===== src/rtl/serial_sub_pkg.sv =====
// Shared types for the bit-serial subtractor.
package serial_sub_pkg;

  typedef enum logic [1:0] {
    IDLE = 2'd0,
    RUN  = 2'd1,
    DONE = 2'd2
  } state_t;

endpackage


===== src/rtl/full_subtractor.sv =====
// One-bit full subtractor: d = a - b - bin, bout set when the bit position borrows.
module full_subtractor (
  input  logic a,
  input  logic b,
  input  logic bin,
  output logic d,
  output logic bout
);

  assign d    = a ^ b ^ bin;
  assign bout = (~a & b) | (bin & ~(a ^ b));

endmodule


===== src/rtl/serial_subtractor.sv =====
// Bit-serial subtractor: diff = a - b - bin, one bit per cycle LSB first, with
// valid/ready handshakes on operands and result.
module serial_subtractor
  import serial_sub_pkg::*;
#(
  parameter int WIDTH = 4
) (
  input  logic             clk,
  input  logic             reset,
  input  logic             in_valid,
  output logic             in_ready,
  input  logic [WIDTH-1:0] a,
  input  logic [WIDTH-1:0] b,
  input  logic             bin,
  output logic             out_valid,
  input  logic             out_ready,
  output logic [WIDTH-1:0] diff,
  output logic             bout,
  output state_t           state_dbg
);

  // Handshake: a transfer happens on a rising edge where valid and ready are both
  // high; valid is never withdrawn by the DUT before its transfer, and ready is a
  // pure function of the FSM state so it never depends on the partner's valid.

  localparam int CNT_W = $clog2(WIDTH);
  localparam logic [CNT_W-1:0] LAST = CNT_W'(WIDTH - 1);

  state_t           state_q, state_d;
  logic [WIDTH-1:0] a_q, b_q;
  logic             br_q;
  logic [CNT_W-1:0] cnt_q;
  logic             d_bit, br_next;
  logic             accept;

  full_subtractor u_fs (
    .a    (a_q[0]),
    .b    (b_q[0]),
    .bin  (br_q),
    .d    (d_bit),
    .bout (br_next)
  );

  assign in_ready  = (state_q == IDLE);
  assign out_valid = (state_q == DONE);
  assign accept    = in_valid & in_ready;
  assign state_dbg = state_q;

  always_comb begin
    state_d = state_q;
    case (state_q)
      IDLE:    if (accept) state_d = RUN;
      RUN:     if (cnt_q == LAST) state_d = DONE;
      DONE:    if (out_ready) state_d = IDLE;
      default: state_d = IDLE;
    endcase
  end

  always_ff @(posedge clk or posedge reset) begin
    if (reset) begin
      state_q <= IDLE;
      a_q     <= '0;
      b_q     <= '0;
      br_q    <= 1'b0;
      cnt_q   <= '0;
      diff    <= '0;
      bout    <= 1'b0;
    end else begin
      state_q <= state_d;
      case (state_q)
        IDLE: begin
          if (accept) begin
            a_q   <= a;
            b_q   <= b;
            br_q  <= bin;
            cnt_q <= '0;
          end
        end
        RUN: begin
          a_q  <= a_q >> 1;
          b_q  <= b_q >> 1;
          br_q <= br_next;
          // LSB arrives first, so after WIDTH shifts it has reached bit 0.
          diff <= {d_bit, diff[WIDTH-1:1]};
          if (cnt_q == LAST) begin
            bout <= br_next;
          end else begin
            cnt_q <= cnt_q + 1'b1;
          end
        end
        default: ;
      endcase
    end
  end

endmodule


===== config.mk =====
export PLATFORM = sky130hd
export DESIGN_NAME = serial_subtractor
export DESIGN_NICKNAME = d
export VERILOG_FILES = /design/src/rtl/serial_sub_pkg.sv /design/src/rtl/full_subtractor.sv /design/src/rtl/serial_subtractor.sv
export SDC_FILE = /design/constraint.sdc
export NUM_CORES = 1
export LEC_CHECK = 0
export BUFFER_PORTS_ARGS = -buffer_cell sky130_fd_sc_hd__buf_2
export CORE_ASPECT_RATIO = 0.9
export CORE_MARGIN = 2
export CORE_UTILIZATION = 52
export DETAILED_ROUTE_END_ITERATION = 6
export PLACE_DENSITY = 0.81
export SLEW_MARGIN = 10
export SYNTH_ARGS = -nofsm -noshare
export SYNTH_HDL_FRONTEND = slang
export SYNTH_SLANG_ARGS = --single-unit

===== constraint.sdc =====
create_clock -name clk -period 1.41 [get_ports clk]
set_clock_uncertainty 0.05 [all_clocks]
set_input_delay 0.141 -clock clk [delete_from_list [all_inputs] [get_ports clk]]
set_output_delay 0.141 -clock clk [all_outputs]
set_load 0.02 [all_outputs]

==> results of run 1 <==
-- metal layers --
| layer | global-route usage, % | up-vias | share of wire, % |
|---|---|---|---|
| met2 | 31.84 | 22 | 48 |
| met3 | 1.974 | 2 | 4.5 |
| li1 | - | 356 | - |
| met5 | 0 | - | 0 |
| met4 | 6.486 | 0 | 0.69 |
| met1 | 27.48 | 354 | 47 |
-- stage by stage --
step                      cells  setup TNS [ps]  instance area (µm²)  total power, mW
after floorplan              80               0                 1008            2.074
after global placement      126               0                 1130            2.292
after detailed placement    126               0                 1130            2.364
after CTS                   137               0                 1246            2.828
after global routing        137          -10.92                 1269            3.099
final                       137               0                 1269            2.899
-- worst max-delay path, stage by stage (launching register included) --
cell,delay [ps]
sky130_fd_sc_hd__dfrtp_2,430
sky130_fd_sc_hd__buf_4,160
sky130_fd_sc_hd__or4b_1,520
sky130_fd_sc_hd__o221a_2,130
-- report_power, final --
part	switching, mW	internal, mW	leakage (nW)
Sequential	0.168	0.775	0.213
Clock	0.167	0.157	0.0210
Combinational	0.812	0.819	0.403
Total	1.15	1.75	0.637
-- synth_stat cells (2+ instances only) --
| cell | instances |
|---|---|
| sky130_fd_sc_hd__or4b_1 | 2 |
| sky130_fd_sc_hd__buf_6 | 2 |
| sky130_fd_sc_hd__mux2_1 | 4 |
| sky130_fd_sc_hd__nor2b_1 | 2 |
| sky130_fd_sc_hd__inv_1 | 9 |
| sky130_fd_sc_hd__o221a_2 | 2 |
| sky130_fd_sc_hd__a221oi_2 | 3 |
| sky130_fd_sc_hd__nor3b_1 | 2 |
| sky130_fd_sc_hd__a222oi_1 | 2 |
| sky130_fd_sc_hd__buf_2 | 2 |
| sky130_fd_sc_hd__nor4b_2 | 3 |
| sky130_fd_sc_hd__nor2_1 | 4 |
| sky130_fd_sc_hd__nand2b_1 | 5 |
| sky130_fd_sc_hd__a211o_1 | 3 |
| sky130_fd_sc_hd__dfrtp_1 | 18 |
-- registers in the layout (all words and copies together), names as in the netlist --
register and cells:
bout 1, b_q 4, state_dbg 2, cnt_q 2, diff 4, br_q 1
a_q 4
-- timing repair --
| action | CTS | global route |
|---|---|---|
| resized for setup | 8 | 7 |
| endpoints found under the setup margin | 3 | 7 |
| setup buffers | 5 | 0 |
| hold endpoints to repair | 19 | 0 |
| pin swaps | 0 | 2 |
| hold buffers | 2 | 0 |
-- worst max path at each step --
stage	startpoint	end	slack [ps]	cells past startpoint
floorplan	state_dbg[1]	b_q[0]	40	3
global placement	state_dbg[1]	b_q[2]	110	2
detailed placement	state_dbg[1]	diff[2]	70	2
CTS	state_dbg[0]	in_ready	10	3
global route	state_dbg[0]	out_valid	-10	4
finish	state_dbg[1]	b_q[2]	30	3
-- kinds of logic (layout without fill, tap and decap cells) --
group | Yosys count | count (layout) | synth area share [%]
simple gates | 25 | 25 | 21.34
compound gates | 15 | 15 | 16.00
buf+inv | 15 | 47 | 9.305
fa+ha+maj | 2 | 2 | 3.226
mux | 5 | 5 | 5.459
flops | 18 | 18 | 44.66
-- area by class of cell --
cell class,count,area (µm²)
well taps,25,31.28
clock buffers,4,36.28
repair buffers,34,230.2
inverters,9,33.78
flip-flops and latches,18,452.9
multi-input cells,47,484.2
fillers,151,608.1
==> impl_metrics.ini, run 1 <==
[status]
run_status = finished, final reports clean

[clocking]
h-tree-depth = 1
clock_latency_ps = 290
clk_pin_slew_worst_paths_ps = 110
clock_path_buffers = 2
clock_tree_from_tritoncts = done
root_buffer = sky130_fd_sc_hd__clkbuf_4
tritoncts.num_buffers = 3
cts.sinks = 18

[floorplan]
design.die.area_um2 = 2308
height_of_the_die_um = 45.78
ioPinCount = 22
initial_core_util_pct = 53.73
row_count = 15
die_width_um = 50.42
core_um2 = 1877

[global_routing]
globalRoute.totalOverflow = 0
global_route_wire_length_before_repair_um = 3277
antenna_found_initial = 0
grtUsageTotal_pct = 19.44
first_global_vias = 679
grt_max_degree = 19

[setup_path]
critical_path.endpoint_type = flop
critical_path.max_fanout = 6
data_required_time_of_the_worst_path_ps = 1550
critical_path.reg2reg.endpoint = b_q[2]
worstSetupStartpointType = flop
timing.reg2reg.worst_path_depth = 3
r2r_setup_slack_ps = 30
path_class = reg -> reg
critical_path.reg2reg.startpoint = state_dbg[1]
worst_ep_arrival_time_ps = 1530

[yosys]
synthDistinctLibCells = 32
postSynthAreaPerCell_um2 = 12.61
syn-num-nets = 95
post_synth_instance_area_um2 = 1008
synthArstFlopShare_pct = 100.0
syn-instance-count = 80
synth_top_area_cell = sky130_fd_sc_hd__dfrtp_1
synth_enable_flop_cells = 0
synth.ff_latch_count = 18
yosysSeqAreaShare_pct = 44.67
netlist_top_cells_area = sky130_fd_sc_hd__dfrtp_1, sky130_fd_sc_hd__a221oi_2, sky130_fd_sc_hd__mux2_1
postSynth.topFlopCell = sky130_fd_sc_hd__dfrtp_1
synthDominantCellAreaShare_pct = 44.67
synthesis.yosys.warnings = 0

[route]
totalWireLength_um = 2031
post_drt_wl_per_cell_um = 14.82
vias = 734
drcViolationCount = 0
1st_pass_router_iterations = 6
route.antenna.remaining_nets = 0
initialDrtViolationCount = 21
ratio_of_routed_vias_to_standard_cells = 5.358

[timing]
setup-violations-final = 0
slew_violations = 0
timing.final.hold_violations = 0
maxClockFrequency_mhz = 723.1
rsz0062_at_grt = true
setup_slack_ps = 27.12
timing.final.crit_share_pct = 98.08
period_minus_slack_ps = 1383
fin_hold_ws_ps = 124.3
worst_pin_slew_ps = 285.1
max-slew-margin-rel_pct = 80.74

[worst_hold_path]
timing.hold.worst_path_depth = 3
worstHoldPathType = in -> reg
holdPathEnd = a_q[1]
hold_path.startpoint = a[1]

[cells_and_area]
mostFrequentLayoutCells = sky130_fd_sc_hd__buf_2, sky130_fd_sc_hd__dfrtp_1, sky130_fd_sc_hd__buf_4, sky130_fd_sc_hd__inv_1
post-route-util_pct = 67.60
final_common_cell = sky130_fd_sc_hd__buf_2
drive_gt1_share_pct = 49.11
insertedDiodeCount = 0
final_nets = 128
syn_to_final_growth_pct = 25.81

[placed_design]
routabilityCongestion = 0.7659
post-dp-hpwl_um = 1400
preCtsSetupSlack_ps = 68.15
port_buffers = 21

[power]
powerDensity_nw_per_um2 = 2285
power.leakage_nw = 0.6366
irDropWorstVdd_v = 0.001282

[run]
timing.max_cap.violations = 0
No activity file was read; power rests on OpenSTA's default activity.
==> inputs of run 2 (changes only) <==
MAX_ROUTING_LAYER = met4   (was default)
==> run 2 against run 1 <==
  * Maximum frequency decreased by 0.21%
  * Sequential share of layout area did not move
  * Die area did not move
  * Combinational power is essentially flat
  * Core utilization did not move
  * Global-route usage up 0.61 points
  * Clock power hardly changed
  * Critical endpoint unchanged
  * Largest cell class unchanged
  * Largest power group unchanged
==> impl_metrics.ini, run 2 (synthesized netlist as in run 1, its figures left out) <==
[status]
run_status = finished, final reports clean

[power]
power.leakage_nw = 0.6366
powerDensity_nw_per_um2 = 2285
total_power_mw = 2.899
irDropWorstVdd_v = 0.001292

[clocking]
clk_pin_slew_worst_paths_ps = 110
root_buffer = sky130_fd_sc_hd__clkbuf_4
clock_latency_ps = 290
h-tree-depth = 1
clock_path_buffers = 2
cts.sinks = 18
tritoncts.num_buffers = 3
clock_tree_from_tritoncts = done

[placed_design]
port_buffers = 21
preCtsSetupSlack_ps = 68.15
dpl-instance-area_um2 = 1130
routabilityCongestion = 0.7761
post-dp-hpwl_um = 1400

[floorplan]
row_count = 15
die_width_um = 50.42
height_of_the_die_um = 45.78
core_um2 = 1877
initial_core_util_pct = 53.73
ioPinCount = 22
design.die.area_um2 = 2308

[timing]
timing.final.hold_violations = 0
max-slew-margin-rel_pct = 81.08
rsz0062_at_grt = true
setup-violations-final = 0
setup_slack_ps = 24.23
period_minus_slack_ps = 1386
timing.final.crit_share_pct = 98.28
slew_violations = 0
maxClockFrequency_mhz = 721.6
worst_pin_slew_ps = 279.9

[setup_path]
worst_ep_arrival_time_ps = 1530
critical_path.max_fanout = 6
path_buf_inv = 1
worstSetupStartpointType = flop
r2r_setup_slack_ps = 20
timing.reg2reg.worst_path_depth = 3
levels_on_crit_path = 3
critical_path.cell_chain = buf_4 -> or4b_1 -> o221a_2
critical_path.endpoint_type = flop
critPathSlowestCell = sky130_fd_sc_hd__or4b_1
critical_path.reg2reg.endpoint = b_q[2]
critical_path.top_delay_family = simple AND/OR/NAND/NOR gates
crit_path_max_incr_delay_ps = 520
data_required_time_of_the_worst_path_ps = 1550
critical_path.reg2reg.startpoint = state_dbg[1]
path_class = reg -> reg

[global_routing]
global_route_wire_length_before_repair_um = 3277
globalRoute.totalOverflow = 0
antenna_found_initial = 0
first_global_vias = 679
grt_max_degree = 19
grtUsageTotal_pct = 20.04

[cells_and_area]
final_common_cell = sky130_fd_sc_hd__buf_2
layout.filler_cells = 151
syn_to_final_growth_pct = 25.81
final_nets = 128
area_taken_by_flip_flops_and_latches_um2 = 452.9
insertedDiodeCount = 0
multiInputGateArea_um2 = 484.2
reg.largest.list = a_q: 4 flops, b_q: 4 flops, diff: 4 flops
design_area_um2 = 1269
mostFrequentLayoutCells = sky130_fd_sc_hd__buf_2, sky130_fd_sc_hd__dfrtp_1, sky130_fd_sc_hd__buf_4, sky130_fd_sc_hd__inv_1
drive_gt1_share_pct = 49.11

[route]
initialDrtViolationCount = 22
1st_pass_router_iterations = 6
ratio_of_routed_vias_to_standard_cells = 5.372
totalWireLength_um = 2039
vias = 736
post_drt_wl_per_cell_um = 14.88
route.antenna.remaining_nets = 0
drcViolationCount = 0

[worst_hold_path]
timing.hold.worst_path_depth = 3
worstHoldPathType = in -> reg
hold_path.startpoint = a[1]
holdPathEnd = a_q[1]

[run]
timing.max_cap.violations = 0
==> run 2: cell counts in the layout (fill, tap and decap cells not counted) <==
No cell type changed its count.
==> run 2: worst min-delay path: cells and delay by family <==
kind | cells | cell delay (ps)
AOI/OAI and AO/OA | 1 | 150
buffers and inverters | 1 | 80
and+or+nand+nor | 1 | 40
==> run 2: power breakdown <==
group / switching [mW] / internal, mW
clock network: 0.165 / 0.157
registers: 0.168 / 0.775
logic: 0.815 / 0.819
==> run 2: final cells by class <==
cell class	count	share of cell area, %
Timing Repair Buffer	34	18.15
Tap cell	25	2.465
Multi-Input combinational cell	47	38.17
Inverter	9	2.663
Sequential cell	18	35.70
Clock buffer	4	2.860
==> run 2: metal layers <==
| layer | global-route usage, % | up-vias | part of all wire [%] |
|---|---|---|---|
| met5 | - | - | 0 |
| met4 | 6.486 | 0 | 0.69 |
| met3 | 1.974 | 2 | 4.7 |
| met2 | 31.84 | 24 | 48 |
| met1 | 27.48 | 352 | 47 |
| li1 | - | 358 | - |
==> run 2: worst max path at each step <==
stage                             from   endpoint  slack [ps]
after floorplan           state_dbg[1]     b_q[0]          40
after global placement    state_dbg[1]     b_q[2]         110
after detailed placement  state_dbg[1]    diff[2]          70
after CTS                 state_dbg[0]   in_ready          10
after global routing      state_dbg[0]  out_valid         -10
final                     state_dbg[1]     b_q[2]          20
==> run 2: repair_timing <==
action	CTS	global route
endpoints found under the setup margin	3	7
resized for setup	8	7
hold buffers	2	0
hold endpoints to repair	19	0
pin swaps	0	2
setup buffers	5	0
==> run 2: per-stage QoR <==
step           hold slack [ps]  cells  util (%)  TNS (ps)
2_1_floorplan            29.57     80         -         0
3_3_place_gp             114.0    126     60.20         0
3_5_place_dp             117.2    126     60.20         0
4_1_cts                  127.3    137     66.40         0
5_1_grt                  131.9    137     67.60    -11.00
6_report                 124.6    137     67.60         0
